**src/rtl/error_flip_corrector_pkg.sv**
```systemverilog
// Shared types for the error flip corrector and the upstream detector:
// per-lane error codes, corrector state encoding, and code decode helpers.
package error_flip_corrector_pkg;

  // Detector decision per lane.
  typedef enum logic [1:0] {
    ERR_NONE = 2'd0,  // no flip
    ERR_CUR  = 2'd1,  // flip this lane
    ERR_PREV = 2'd2,  // flip the lane before this one
    ERR_BOTH = 2'd3   // flip this lane and the one before it
  } err_code_e;

  // Corrector holds at most one frame while waiting for its successor.
  typedef enum logic {
    ST_EMPTY = 1'b0,
    ST_HOLD  = 1'b1
  } state_e;

  // True when the code requests a flip of its own lane.
  function automatic logic hits_cur(input logic [1:0] code);
    return (code == ERR_CUR) || (code == ERR_BOTH);
  endfunction

  // True when the code requests a flip of the preceding lane.
  function automatic logic hits_prev(input logic [1:0] code);
    return (code == ERR_PREV) || (code == ERR_BOTH);
  endfunction

endpackage

```
**src/rtl/error_flip_corrector_flip_mask_gen.sv**
```systemverilog
// Turns one frame's per-lane error codes into an own-frame flip mask plus a
// carry bit that targets the last lane of the previous frame.
module flip_mask_gen
  import error_flip_corrector_pkg::*;
#(
  parameter int width = 16
) (
  input  logic [1:0]       err_pos_i [width],
  input  logic             en_i,
  output logic [width-1:0] own_mask_o,
  output logic             carry_o
);

  // OR together "this lane" and "next lane points back" requests per lane.
  always_comb begin
    own_mask_o = '0;
    carry_o    = 1'b0;
    if (en_i) begin
      for (int i = 0; i < width - 1; i++) begin
        own_mask_o[i] = hits_cur(err_pos_i[i]) | hits_prev(err_pos_i[i+1]);
      end
      own_mask_o[width-1] = hits_cur(err_pos_i[width-1]);
      carry_o             = hits_prev(err_pos_i[0]);
    end
  end

endmodule

```
**src/rtl/error_flip_corrector.sv**
```systemverilog
// Error flip corrector: holds each frame until its successor arrives (or a
// flush), so the successor's lane-0 "flip previous lane" request can reach
// the held frame's last bit, then emits the corrected frame for one cycle.
// Handshake: in_valid has no backpressure; every cycle it is high a frame is
// accepted. out_valid is a single-cycle pulse per emitted frame.
module error_flip_corrector
  import error_flip_corrector_pkg::*;
#(
  parameter int width     = 16,
  parameter int cnt_width = 16
) (
  input  logic                       clk,
  input  logic                       rst,
  input  logic                       in_valid,
  input  logic                       bits_in [width],
  input  logic [1:0]                 err_pos [width],
  input  logic                       en_corr,
  input  logic                       flush,
  input  logic                       clr_cnt,
  output logic                       out_valid,
  output logic                       bits_out [width],
  output logic [width-1:0]           flip_mask,
  output logic [$clog2(width+1)-1:0] flip_count,
  output logic [cnt_width-1:0]       total_flips,
  output state_e                     dbg_state
);

  localparam int CW = $clog2(width + 1);
  localparam int SW = ((cnt_width + 1) > CW) ? (cnt_width + 2) : (CW + 1);

  state_e                 state_q, state_d;
  logic [width-1:0]       held_bits_q, held_bits_d;
  logic [width-1:0]       held_mask_q, held_mask_d;
  logic                   out_valid_q;
  logic [width-1:0]       bits_out_q;
  logic [width-1:0]       flip_mask_q;
  logic [CW-1:0]          flip_count_q;
  logic [cnt_width-1:0]   total_q, total_d;

  logic [width-1:0]       in_vec;
  logic [width-1:0]       own_mask;
  logic                   carry;
  logic                   emit;
  logic [width-1:0]       emit_mask;
  logic [CW-1:0]          emit_count;
  logic [SW-1:0]          sum;

  flip_mask_gen #(.width(width)) u_mask_gen (
    .err_pos_i  (err_pos),
    .en_i       (en_corr),
    .own_mask_o (own_mask),
    .carry_o    (carry)
  );

  // Pack the incoming frame and unpack the registered output frame.
  always_comb begin
    in_vec = '0;
    for (int i = 0; i < width; i++) begin
      in_vec[i]   = bits_in[i];
      bits_out[i] = bits_out_q[i];
    end
  end

  // Next-state: accept frames, decide when the held frame is emitted.
  always_comb begin
    state_d     = state_q;
    held_bits_d = held_bits_q;
    held_mask_d = held_mask_q;
    emit        = 1'b0;
    emit_mask   = '0;
    case (state_q)
      ST_EMPTY: begin
        if (in_valid) begin
          state_d     = ST_HOLD;
          held_bits_d = in_vec;
          held_mask_d = own_mask;
        end
      end
      ST_HOLD: begin
        if (in_valid) begin
          emit        = 1'b1;
          emit_mask   = held_mask_q | {carry, {(width-1){1'b0}}};
          held_bits_d = in_vec;
          held_mask_d = own_mask;
        end else if (flush) begin
          emit        = 1'b1;
          emit_mask   = held_mask_q;
          state_d     = ST_EMPTY;
          held_bits_d = '0;
          held_mask_d = '0;
        end
      end
      default: state_d = ST_EMPTY;
    endcase
  end

  // Popcount of the emitted mask and saturating running total.
  always_comb begin
    emit_count = '0;
    for (int i = 0; i < width; i++) begin
      emit_count = emit_count + CW'(emit_mask[i]);
    end
    sum = SW'(total_q) + SW'(emit_count);
    total_d = total_q;
    if (clr_cnt) begin
      total_d = '0;
    end else if (emit) begin
      if (sum > SW'({cnt_width{1'b1}})) total_d = {cnt_width{1'b1}};
      else                              total_d = sum[cnt_width-1:0];
    end
  end

  // State, held frame, registered outputs and counter.
  always_ff @(posedge clk or posedge rst) begin
    if (rst) begin
      state_q      <= ST_EMPTY;
      held_bits_q  <= '0;
      held_mask_q  <= '0;
      out_valid_q  <= 1'b0;
      bits_out_q   <= '0;
      flip_mask_q  <= '0;
      flip_count_q <= '0;
      total_q      <= '0;
    end else begin
      state_q     <= state_d;
      held_bits_q <= held_bits_d;
      held_mask_q <= held_mask_d;
      out_valid_q <= emit;
      total_q     <= total_d;
      if (emit) begin
        bits_out_q   <= held_bits_q ^ emit_mask;
        flip_mask_q  <= emit_mask;
        flip_count_q <= emit_count;
      end
    end
  end

  assign out_valid   = out_valid_q;
  assign flip_mask   = flip_mask_q;
  assign flip_count  = flip_count_q;
  assign total_flips = total_q;
  assign dbg_state   = state_q;

endmodule

```
**config.mk**
```make
export PLATFORM = sky130hd
export DESIGN_NAME = error_flip_corrector
export DESIGN_NICKNAME = d
export VERILOG_FILES = /design/src/rtl/error_flip_corrector_pkg.sv /design/src/rtl/error_flip_corrector_flip_mask_gen.sv /design/src/rtl/error_flip_corrector.sv
export SDC_FILE = /design/constraint.sdc
export NUM_CORES = 1
export LEC_CHECK = 0
export BUFFER_PORTS_ARGS = -buffer_cell sky130_fd_sc_hd__clkbuf_2
export CORE_ASPECT_RATIO = 1.5
export CORE_UTILIZATION = 55
export DETAILED_ROUTE_END_ITERATION = 12
export HOLD_SLACK_MARGIN = 0.03
export PLACE_DENSITY_LB_ADDON = 0.3
export SYNTH_ARGS = -nofsm -noshare
export SYNTH_HDL_FRONTEND = slang
export SYNTH_SLANG_ARGS = --single-unit
```
**constraint.sdc**
```tcl
create_clock -name clk -period 10.7 [get_ports clk]
set_input_delay 1.07 -clock clk [delete_from_list [all_inputs] [get_ports clk]]
set_output_delay 1.07 -clock clk [all_outputs]
set_load 0.005 [all_outputs]
```
==> metrics list, run 1 <==
- Vias: 3209
- Data arrives at the worst endpoint at 7.29 ns.
- The number of nets in the synthesized netlist is 468.
- Synth unique cells: 42
- Quantity of I/O buffers inserted on ports: 108
* Final slew viol count: 0
- Sequential-to-total area share from yosys stat: 53.2%
* Max Buffers Root-to-Sink: 2
- The worst register-to-register path begins at dbg_state$_DFF_PP0_.
* # Max-Cap Violations: 0
- Total number of placement rows: 38
* GR Overflow Total: 0
- In the synthesized netlist the async set-or-reset flop fraction comes to 100%.
- Final routed wirelength across all metal layers: 8810 um
- Worst path required time: 10.94 ns
- Worst skew pair latency: 0.36 ns
* Area taken by multi-input logic gates: 1800 sq um
* Period Utilization, post-route: 65.9%
- In this run the critical register-to-register path is captured at total_flips[13]$_DFFE_PP0P_.
* Final setup violation count: 0
* Worst-path clk slew: 0.08 ns
- After legalization and detailed placement, the total HPWL measured 6710 um.
* Wire length of the first global-routing pass: 14600 um
* Number of fillers in the final layout: 627
- Synthesis inferred 87 register bits.
- Share of final-layout standard cells stronger than drive strength 1: 27.1%
* Maximum number of pins on one net before global-route repair: 88
- Timing would allow up to 142 MHz.
* Final setup TNS: 0 ns
* Combinational family with the most area after synthesis: simple AND/OR/NAND/NOR gates
- The initial utilization of the core area, before any placement, comes to 56.6%.
* Top-Level Pins: 109
- Register-to-register setup slack: 4.33 ns
* Most used flip-flop cell after synthesis: sky130_fd_sc_hd__dfrtp_1
- The total area inside the core boundary comes to 7230 sq um.
- STA classifies the critical path startpoint as an input pin.
- Global-route usage over all layers: 25.3%
- In this run the worst path has a maximum fanout of 56.
- Number of CTS-inserted buffers: 9
* Detailed-route DRC error count: 0
* Min-Delay Path Depth: 2
- Initial antenna violation count: 0
- In the routed layout, each cell is associated on average with a via count of 5.36.
* Outcome: completed
- Commonest cells after routing, fill and taps aside: sky130_fd_sc_hd__clkbuf_2, sky130_fd_sc_hd__dfrtp_1, sky130_fd_sc_hd__nand2_1, sky130_fd_sc_hd__o21ai_0, sky130_fd_sc_hd__nor2_1
- Number of warnings printed during yosys synthesis: 0
- The floorplan step defined a die boundary enclosing 7800 sq um.
* Path depth of the worst reg2reg path: 20
* Hold Crit Start: flip_mask[12]$_DFFE_PP0P_
* Number of enable-type register cells in the synthesized netlist: 0
- The cell count after synthesis came out at 392.
- The number of antenna diodes in the final layout is 0.
* Number of cells upsized or downsized after cts: 0
- Vertical extent of the die: 108 um
* WHS Endpoint: flip_mask[12]$_DFFE_PP0P_
* Maximum vdd drop: 0.000103 V
- Final worst path period need: 7.05 ns
- Standby leakage power: 2.51 nW
- Share of the synthesized netlist area taken by xor and xnor gates: 4.71%
* Power Density: 165 nW/um^2
- Crit path capture type: register
- The pre-antenna-repair detailed-routing pass consisted of 4 iterations.
- Final hold violation count: 0
- Worst max-slew margin expressed relative to the limit: 30.5%
- Measured against the total synthesized area, the mux share comes to 1.01%.
- WS Path Type: in2reg
* Hold_buf cts: 0
* Worst hold-check path type: reg2reg
* Per-cell routed wire length: 14.7 um
- In this run the post-CTS setup repair buffer count came out at 0.
* Arithmetic-cell share of the synthesized area counting full adders, half adders and majority gates: 8.74%
* Post-synth design cell area: 4090 sq um
- RSZ-0062 raised after global routing: no
- Total power of the final layout: 0.804 mW
- Area fraction in compound gates after synthesis: 14.5%
* Level count of the clock H-tree: 3
- CTS Root Buffer Type: sky130_fd_sc_hd__clkbuf_8
* Area overhead of the layout relative to synthesis: 19.2%
* Simple-gate share of the synthesized area: 14.6%
- Number of design-rule violations left by the first detailed-router iteration: 160
- Leaving out fill and tap cells, the most frequent cell in the layout is sky130_fd_sc_hd__clkbuf_2.
- In this run the mean area of a mapped cell was 10.4 sq um.
- The final layout contains 573 nets.
- The congestion estimate from routability-driven global placement came to 0.819.
- The detail route stage leaves a number of antenna-violating nets equal to 0.
- Slew @ Worst Pin: 1.04 ns
- Via count of the first global-routing pass: 3181
- The clock net in this run drives a total of 87 sinks.
- The clock arrives with 0.00938 ns of skew.
- Die boundary width: 72.4 um
- TritonCTS built the clock tree.
- Across the whole layout, storage elements account for 2180 sq um.
-- cell families (layout without fill, tap and decap cells) --
kind of cell,count (synthesis),in the layout
AND/OR/NAND/NOR,137,137
AO/OA/AOI/OAI,87,87
flip-flops,87,87
buffers and inverters,33,140
adder cells (fa/ha/maj),22,22
XOR/XNOR,22,22
multiplexers,4,4
-- critical path: stages --
cell                       delay, ns
sky130_fd_sc_hd__clkbuf_2       0.29
sky130_fd_sc_hd__o21ai_4        0.21
sky130_fd_sc_hd__buf_4          0.44
sky130_fd_sc_hd__inv_1          0.34
sky130_fd_sc_hd__and2_1         0.29
sky130_fd_sc_hd__fa_1           0.55
sky130_fd_sc_hd__inv_1          0.05
sky130_fd_sc_hd__fa_1           0.45
sky130_fd_sc_hd__fa_1           0.40
sky130_fd_sc_hd__fa_1           0.52
sky130_fd_sc_hd__inv_1          0.07
sky130_fd_sc_hd__ha_1           0.29
sky130_fd_sc_hd__a21o_1         0.18
sky130_fd_sc_hd__a21oi_1        0.17
sky130_fd_sc_hd__xnor2_1        0.20
sky130_fd_sc_hd__ha_1           0.32
sky130_fd_sc_hd__a21o_1         0.22
sky130_fd_sc_hd__a221oi_2       0.57
sky130_fd_sc_hd__or3_1          0.35
sky130_fd_sc_hd__and4_1         0.24
sky130_fd_sc_hd__nor3_2         0.05
-- per-layer routing --
metal,GRT usage (%),wire [um],vias to the layer above
li1,-,-,1541
met1,29.0,3510,1542
met2,43.4,4630,101
met3,5.90,371,25
met4,13.0,301,0
met5,0,0,-
-- where the power goes --
part	switching [mW]	internal, mW
Clock	0.107	0.0862
Combinational	0.113	0.0952
Sequential	0.0327	0.370
-- how the worst max path moves through the flow --
stage	start	to	slack (ns)	cells past startpoint
after global placement	in_valid	total_flips[13]$_DFFE_PP0P_	3.50	21
after floorplan	in_valid	total_flips[13]$_DFFE_PP0P_	4.38	20
after detailed placement	in_valid	total_flips[13]$_DFFE_PP0P_	3.28	21
after global routing	in_valid	total_flips[13]$_DFFE_PP0P_	3.28	21
final	in_valid	total_flips[13]$_DFFE_PP0P_	3.65	21
after CTS	in_valid	total_flips[13]$_DFFE_PP0P_	3.68	21
-- metrics by stage --
step | setup WS, ns | cells | util (%) | hold WS (ns) | area [sq um]
final | 3.65 | 599 | 67.5 | 0.482 | 4880
after global placement | 3.50 | 586 | 65.4 | 0.465 | 4730
after floorplan | 4.38 | 392 | - | 0.467 | 4090
after detailed placement | 3.28 | 586 | 65.4 | 0.464 | 4730
after global routing | 3.28 | 599 | 67.5 | 0.518 | 4880
after CTS | 3.68 | 599 | 67.5 | 0.483 | 4880
-- synthesized netlist by cell type (2+ instances only) --
cell type	number	area share, %
sky130_fd_sc_hd__mux2i_1	3	0.73
sky130_fd_sc_hd__nor2_1	31	2.8
sky130_fd_sc_hd__nor3b_1	2	0.37
sky130_fd_sc_hd__nor3_1	4	0.49
sky130_fd_sc_hd__nand2_1	81	7.4
sky130_fd_sc_hd__xnor2_1	18	3.9
sky130_fd_sc_hd__and2_1	6	0.92
sky130_fd_sc_hd__buf_2	2	0.24
sky130_fd_sc_hd__dfrtp_1	87	53
sky130_fd_sc_hd__a41oi_1	2	0.43
sky130_fd_sc_hd__ha_1	11	3.4
sky130_fd_sc_hd__nand3_1	3	0.37
sky130_fd_sc_hd__inv_1	15	1.4
sky130_fd_sc_hd__xor2_1	4	0.86
sky130_fd_sc_hd__a21oi_1	9	1.1
sky130_fd_sc_hd__a21o_1	9	1.7
sky130_fd_sc_hd__nor2b_1	2	0.31
sky130_fd_sc_hd__clkbuf_1	11	1.0
sky130_fd_sc_hd__a22o_1	16	3.4
sky130_fd_sc_hd__a211oi_1	5	0.92
sky130_fd_sc_hd__a311oi_1	6	1.3
sky130_fd_sc_hd__o21ai_0	32	3.9
sky130_fd_sc_hd__buf_1	4	0.37
sky130_fd_sc_hd__fa_1	11	5.4
-- area by class of cell --
type,instances,share of cell area [%]
repair buffers,112,11.7
inverters,15,1.18
well taps,100,2.56
clock buffers,11,2.90
multi-input cells,272,36.8
clock inverters,2,0.205
flip-flops and latches,87,44.6
-- registers in the layout, indices dropped and copies added (netlist names) --
signal and flops:
bits_out_q 16, flip_mask 16, held_bits_q 16, held_mask_q 16, total_flips 16, flip_count 5, dbg_state 1, out_valid 1
(Power assumes the default switching activity.)
==> run 2: changes to the inputs <==
--- a/config.mk
+++ b/config.mk
@@ -7,7 +7,7 @@
 export LEC_CHECK = 0
 export BUFFER_PORTS_ARGS = -buffer_cell sky130_fd_sc_hd__clkbuf_2
 export CORE_ASPECT_RATIO = 1.5
-export CORE_UTILIZATION = 55
+export CORE_UTILIZATION = 48
 export DETAILED_ROUTE_END_ITERATION = 12
 export HOLD_SLACK_MARGIN = 0.03
 export PLACE_DENSITY_LB_ADDON = 0.3
==> constraint.sdc (replaced) <==
create_clock -name clk -period 6.2 [get_ports clk]
set_input_delay 0.62 -clock clk [delete_from_list [all_inputs] [get_ports clk]]
set_output_delay 0.62 -clock clk [all_outputs]
set_load 0.005 [all_outputs]
==> run 2 against run 1 <==
Net effect: register-to-register slack lost 3.8 ns; global-route usage shrank 2.8 points; core utilization shrank 5.6 points; die area grew 14%; clock power grew to 2.9 times the previous value; non-clock buffer count grew 2; setup slack lost 3.1 ns; count of clock-buffer cells in the layout shrank 1; clock skew shrank 0.0043 ns; critical path type is now reg2reg; highest routed layer unchanged.
==> metrics list, run 2 (synthesis results as in run 1) <==
- Ant. Diodes: 0
* Switching power: 0.456 mW
- Final setup violation count: 0
- CP Launch Type: register
* Die boundary width: 77.4 um
- Row generation in the floorplan step produced 40 rows.
* Standby leakage power: 2.58 nW
- Detailed-route DRC error count: 0
* # Max-Cap Violations: 0
- The via count of the first global-routing pass is 3229.
- Top fanout value on the critical path: 16
- Vertical extent of the die: 115 um
- Gate power share: 22.2%
- Global-route usage over all layers: 22.5%
- Summing all multi-input logic gate instances after layout gives 1800 sq um.
- During placement, the flow inserted port buffers numbering 108.
- Maximum number of pins on one net before global-route repair: 88
* Achievable clock frequency: 176 MHz
- Number of CTS-inserted buffers: 9
* Number of cells upsized or downsized after cts: 0
- Leaving out fill and tap cells, the most frequent cell in the layout is sky130_fd_sc_hd__clkbuf_2.
- Setup slack on the critical path of the routed design comes to 0.505 ns.
- The longest clock path from root to sink contains 2 buffers.
* Total power of the final layout: 1.61 mW
- Crit path capture type: register
- Wire length of the first global-routing pass: 15300 um
- The setup path with the least slack is of type reg2reg.
* Worst max-slew margin expressed relative to the limit: 28.0%
- Internal power comes to 1.15 mW.
- Worst-path clk slew: 0.06 ns
- Core Box Area: 8160 sq um
* Via-to-Cell Ratio: 5.27
* Vias: 3201
- Summing all placed instances gives a cell area of 4750 sq um.
- The worst path uses 91.9% of the clock period.
- Overall die area: 8910 sq um
* Final routed wirelength across all metal layers: 9190 um
* Hold_buf cts: 0
- After detailed placement, the design holds a cell count of 593.
- Final slew viol count: 0
* Post-CTS setup buffer count: 0
* Weighted congestion reported at the end of routability-driven placement: 0.899
- The clock reaches the later pin of the worst-skew pair after 0.34 ns.
- The tree is rooted in a sky130_fd_sc_hd__clkbuf_16.
- Summed over all failing endpoints, the final setup total negative slack is 0 ns.
* Initial antenna violation count: 0
* Non-filler cells in the finished layout: 607
- For the final database, setup skew stands at 0.00506 ns.
- Outcome: completed
* Number of design-rule violations left by the first detailed-router iteration: 115
- At the worst endpoint, the required time is 6.43 ns.
- TritonCTS clock tree: yes
* Clock Sinks: 87
* Area overhead of the layout relative to synthesis: 23.4%
- Power Density: 318 nW/um^2
* Top-Level Pins: 109
- Data arrival time of the critical path: 5.93 ns
- Once detailed placement completed, the half-perimeter wirelength came to 6800 um.
* Final antenna-violating net count: 0
- Across all hold checks on the routed design, the worst slack comes to 0.482 ns.
- Share of the core filled with cells: 61.9%
- Clock Power Share: 34.6%
* Post-Place Setup Slack: 0.185 ns
* Commonest cells after routing, fill and taps aside: sky130_fd_sc_hd__clkbuf_2, sky130_fd_sc_hd__dfrtp_1, sky130_fd_sc_hd__nand2_1, sky130_fd_sc_hd__o21ai_0, sky130_fd_sc_hd__nor2_1
- Nets: 575
- Sequential cells burn 43.2% of the power.
* Per-cell routed wire length: 15.1 um
- Slew @ Worst Pin: 1.08 ns
- Global routing finished with a remaining overflow of 0.
- Final hold violation count: 0
- Storage cell area: 2180 sq um
- Number of iterations in the first detailed-routing pass: 4
* Maximum vdd drop: 0.000199 V
- Final worst path period need: 5.70 ns
- Number of fillers in the final layout: 677
- In this run switching power makes up 28.4% of total power.
- RSZ-0062 raised after global routing: no
- Starting density of the core: 50.2%
- Level count of the clock H-tree: 3
* Worst hold-check path type: reg2reg
- Cells with a size suffix above 1 make up 27.5% of the layout.
- Design area: 5050 sq um
[run 2: cell types whose count changed in the layout (fill, tap and decap cells not counted), sizes merged]
cell	change
buf	+2
bufinv	+2
clkbuf	-1
clkinv	-1
clkinvlp	+1
[run 2: worst paths after layout]
kind,endpoint,slack (ns),cells after the start,startpoint
setup / recovery,total_flips[15]$_DFFE_PP0P_,0.50,18,dbg_state$_DFF_PP0_
hold / removal,flip_count[0]$_DFFE_PP0P_,0.48,2,flip_count[0]$_DFFE_PP0P_
setup reg to reg,total_flips[15]$_DFFE_PP0P_,0.50,18,dbg_state$_DFF_PP0_
hold reg to reg,flip_count[0]$_DFFE_PP0P_,0.48,2,flip_count[0]$_DFFE_PP0P_
max in group asynchronous,flip_count[0]$_DFFE_PP0P_,4.90,3,rst
min in group asynchronous,held_mask_q[12]$_DFFE_PP0P_,0.61,3,rst
[run 2: power by group through the flow]
stage | Combinational, mW | Sequential, mW | Clock, mW
floorplan | 0.223 | 0.696 | 0
global placement | 0.349 | 0.704 | 0
detailed placement | 0.362 | 0.705 | 0
CTS | 0.364 | 0.695 | 0.566
global route | 0.410 | 0.703 | 0.588
finish | 0.357 | 0.694 | 0.556
[run 2: routing by layer]
metal  global-route usage, %  wire length (um)  up-vias
met5                       0                 0        -
met4                    10.1               166        0
met3                    4.68               416       15
met2                    39.5              4870       90
met1                    26.4              3730     1547
li1                        -                 -     1549
[run 2: final cells by class]
cell class	count	share of cell area (%)
Clock inverter	4	1.44
Timing Repair Buffer	114	11.6
Clock buffer	10	4.53
Multi-Input combinational cell	272	35.6
Tap cell	105	2.60
Inverter	15	1.14
Sequential cell	87	43.1
[run 2: worst max-delay path, stage by stage, from the launching register on]
cell and delay, ns:
sky130_fd_sc_hd__dfrtp_1 0.47, sky130_fd_sc_hd__o21ai_4 0.09, sky130_fd_sc_hd__inv_1 0.35, sky130_fd_sc_hd__nand2_1 0.19, sky130_fd_sc_hd__fa_1 0.59, sky130_fd_sc_hd__fa_1 0.46, sky130_fd_sc_hd__fa_1 0.51, sky130_fd_sc_hd__inv_1 0.05
sky130_fd_sc_hd__fa_1 0.44, sky130_fd_sc_hd__ha_1 0.22, sky130_fd_sc_hd__fa_1 0.40, sky130_fd_sc_hd__a21oi_1 0.16, sky130_fd_sc_hd__nor2b_1 0.08, sky130_fd_sc_hd__ha_1 0.36, sky130_fd_sc_hd__and2_1 0.19, sky130_fd_sc_hd__a21bo_2 0.26
sky130_fd_sc_hd__a21oi_2 0.31, sky130_fd_sc_hd__a41oi_1 0.18, sky130_fd_sc_hd__a211oi_1 0.26
==> run 3: changes to the inputs <==
--- a/config.mk
+++ b/config.mk
@@ -5,12 +5,13 @@
 export SDC_FILE = /design/constraint.sdc
 export NUM_CORES = 1
 export LEC_CHECK = 0
-export BUFFER_PORTS_ARGS = -buffer_cell sky130_fd_sc_hd__clkbuf_2
 export CORE_ASPECT_RATIO = 1.5
-export CORE_UTILIZATION = 48
+export CORE_UTILIZATION = 55
 export DETAILED_ROUTE_END_ITERATION = 12
+export DONT_BUFFER_PORTS = 1
 export HOLD_SLACK_MARGIN = 0.03
 export PLACE_DENSITY_LB_ADDON = 0.3
+export SKIP_LAST_GASP = 1
 export SYNTH_ARGS = -nofsm -noshare
 export SYNTH_HDL_FRONTEND = slang
 export SYNTH_SLANG_ARGS = --single-unit
==> run 3 against run 2 <==
Net effect: register-to-register slack gained 0.05 ns; clock power decreased by 15%; critical path depth unchanged; highest routed layer unchanged; wire length decreased by 5.1%; sequential power grew 2%; fmax up 0.88%.
==> metrics list, run 3 (synthesis results as in run 1) <==
* CTS Root Buffer Type: sky130_fd_sc_hd__clkbuf_8
- Power Density: 327 nW/um^2
- STA classifies the critical path endpoint as a register.
* TritonCTS clock tree: yes
* # Max-Cap Violations: 0
- Most common library cell in the layout ignoring fill and taps: sky130_fd_sc_hd__dfrtp_1
- Number of cells upsized or downsized after cts: 0
- Static timing analysis puts the maximum clock frequency at 177 MHz.
- Counting cells, the worst reg-to-reg path comes to 18.
- Min-Delay Path Depth: 1
- Outcome: completed
- In the layout the commonest cells are sky130_fd_sc_hd__dfrtp_1, sky130_fd_sc_hd__nand2_1, sky130_fd_sc_hd__o21ai_0, sky130_fd_sc_hd__nor2_1, sky130_fd_sc_hd__xnor2_1.
- Final hold violation count: 0
* Final setup TNS: 0 ns
- Number of iterations in the first detailed-routing pass: 4
* Data arrival time of the critical path: 5.90 ns
- The critical path is of the reg2reg type.
- Number of CTS-inserted buffers: 9
* Clock Sinks: 87
- The worst path uses 91.1% of the clock period.
- At the worst endpoint, the required time is 6.46 ns.
- Once detailed placement completed, the half-perimeter wirelength came to 6460 um.
- Dividing the detail-routed wire length by the instance count gives 17.6 um.
- Area overhead of the layout relative to synthesis: 8.50%
- Clock skew after layout: 0.00715 ns
- In this run the worst path has a maximum fanout of 16.
- Overall die area: 7800 sq um
* Max Buffers Root-to-Sink: 2
- Maximum vdd drop: 0.000212 V
- Once detail routing completed, the nets flagged for antenna violations numbered 0.
* Via-to-Cell Ratio: 5.67
- Nets: 467
- GR Overflow Total: 0
- Post-CTS setup buffer count: 0
- Vias: 2814
- During I/O placement, the number of pins put on the boundary was 109.
- The endpoint identified for the worst register-to-register timing path is total_flips[13]$_DFFE_PP0P_.
- Final worst path period need: 5.65 ns
* Final routed wirelength across all metal layers: 8720 um
- Source of the worst register-to-register timing path: dbg_state$_DFF_PP0_
- WHS Endpoint: total_flips[9]$_DFFE_PP0P_
* Share of the core filled with cells: 61.4%
- The via count of the first global-routing pass was 2867.
- CP Launch Type: register
* Maximum number of pins on one net before global-route repair: 88
- Quantity of I/O buffers inserted on ports: 0
* Global-route usage over all layers: 24.5%
- The number of antenna diodes in the final layout is 0.
- Slew @ Worst Pin: 1.07 ns
* Post-Place Setup Slack: 0.383 ns
* Number of design-rule violations left by the first detailed-router iteration: 90
- The floorplan step set the die width to 72.4 um.
* Worst skew pair latency: 0.36 ns
- Worst max-slew margin expressed relative to the limit: 28.6%
- Final slew viol count: 0
* Total number of placement rows: 38
- RSZ-0062 raised after global routing: no
- Level count of the clock H-tree: 3
- The initial antenna violation count came to 0.
* Share of final-layout standard cells stronger than drive strength 1: 7.58%
- Worst-path clk slew: 0.08 ns
- Hold_buf cts: 0
- In this run the most critical hold path is launched from clr_cnt.
* Register-to-register setup slack: 0.55 ns
* Vertical extent of the die: 108 um
- Summed over all cells, the static leakage comes to 2.09 nW.
* Detailed-route DRC error count: 0
- The core region is 7230 sq um.
- Starting density of the core: 56.6%
- Worst hold-check path type: in2reg
- Setup violations remaining at the end of the flow were counted as 0.
* Final WS setup: 0.555 ns
- Weighted congestion reported at the end of routability-driven placement: 0.854
* Wire length of the first global-routing pass: 14100 um
run 3: layer usage:
metal	GRT usage (%)	share of wire, %
met3	7.02	6.2
met1	28.1	38
met4	11.2	2.4
met5	0	0
met2	41.8	53
run 3: how the worst max path moves through the flow:
stage | startpoint | cells past startpoint | slack (ns) | endpoint
after CTS | dbg_state$_DFF_PP0_ | 17 | 0.54 | total_flips[13]$_DFFE_PP0P_
final | dbg_state$_DFF_PP0_ | 18 | 0.55 | total_flips[13]$_DFFE_PP0P_
after floorplan | in_valid | 20 | 0.33 | total_flips[13]$_DFFE_PP0P_
after global routing | dbg_state$_DFF_PP0_ | 18 | 0.22 | total_flips[13]$_DFFE_PP0P_
after detailed placement | in_valid | 18 | 0.38 | total_flips[13]$_DFFE_PP0P_
after global placement | in_valid | 18 | 0.57 | total_flips[13]$_DFFE_PP0P_
run 3: layout make-up:
class	count	area, sq um
timing repair buffer	6	45.0
sequential	87	2180
inverter	15	57.6
clock buffer	13	149
clock inverter	3	90.1
multi-input combinational	272	1800
fill	649	2790
tap	100	125
run 3: through the flow:
step           total power, mW  cells  hold slack [ns]  instance area (sq um)
2_1_floorplan            0.919    392            0.467                   4090
3_3_place_gp             0.985    480            0.481                   4200
3_5_place_dp              1.00    480            0.496                   4200
4_1_cts                   1.47    496            0.298                   4440
5_1_grt                   1.53    496            0.297                   4440
6_report                  1.45    496            0.311                   4440
run 3: worst max-delay path, stage by stage, from the launching register on:
cell and delay (ns):
sky130_fd_sc_hd__dfrtp_1 0.48, sky130_fd_sc_hd__o21ai_4 0.10, sky130_fd_sc_hd__inv_1 0.34, sky130_fd_sc_hd__nand2_1 0.18
sky130_fd_sc_hd__fa_1 0.59, sky130_fd_sc_hd__fa_1 0.44, sky130_fd_sc_hd__fa_1 0.43, sky130_fd_sc_hd__fa_1 0.51
sky130_fd_sc_hd__inv_1 0.07, sky130_fd_sc_hd__ha_1 0.30, sky130_fd_sc_hd__a21o_1 0.18, sky130_fd_sc_hd__a21oi_1 0.19
sky130_fd_sc_hd__xnor2_1 0.22, sky130_fd_sc_hd__ha_1 0.31, sky130_fd_sc_hd__a21o_1 0.21, sky130_fd_sc_hd__a221oi_2 0.37
sky130_fd_sc_hd__or3_1 0.32, sky130_fd_sc_hd__and4_1 0.25, sky130_fd_sc_hd__nor3_2 0.05
run 3: power breakdown:
| group | leakage (nW) | total [mW] | switching, mW | internal (mW) |
|---|---|---|---|---|
| Sequential | 1.12 | 0.706 | 0.0675 | 0.639 |
| Clock | 0.118 | 0.470 | 0.191 | 0.279 |
| Combinational | 0.855 | 0.275 | 0.157 | 0.118 |
| Total | 2.09 | 1.45 | 0.415 | 1.04 |
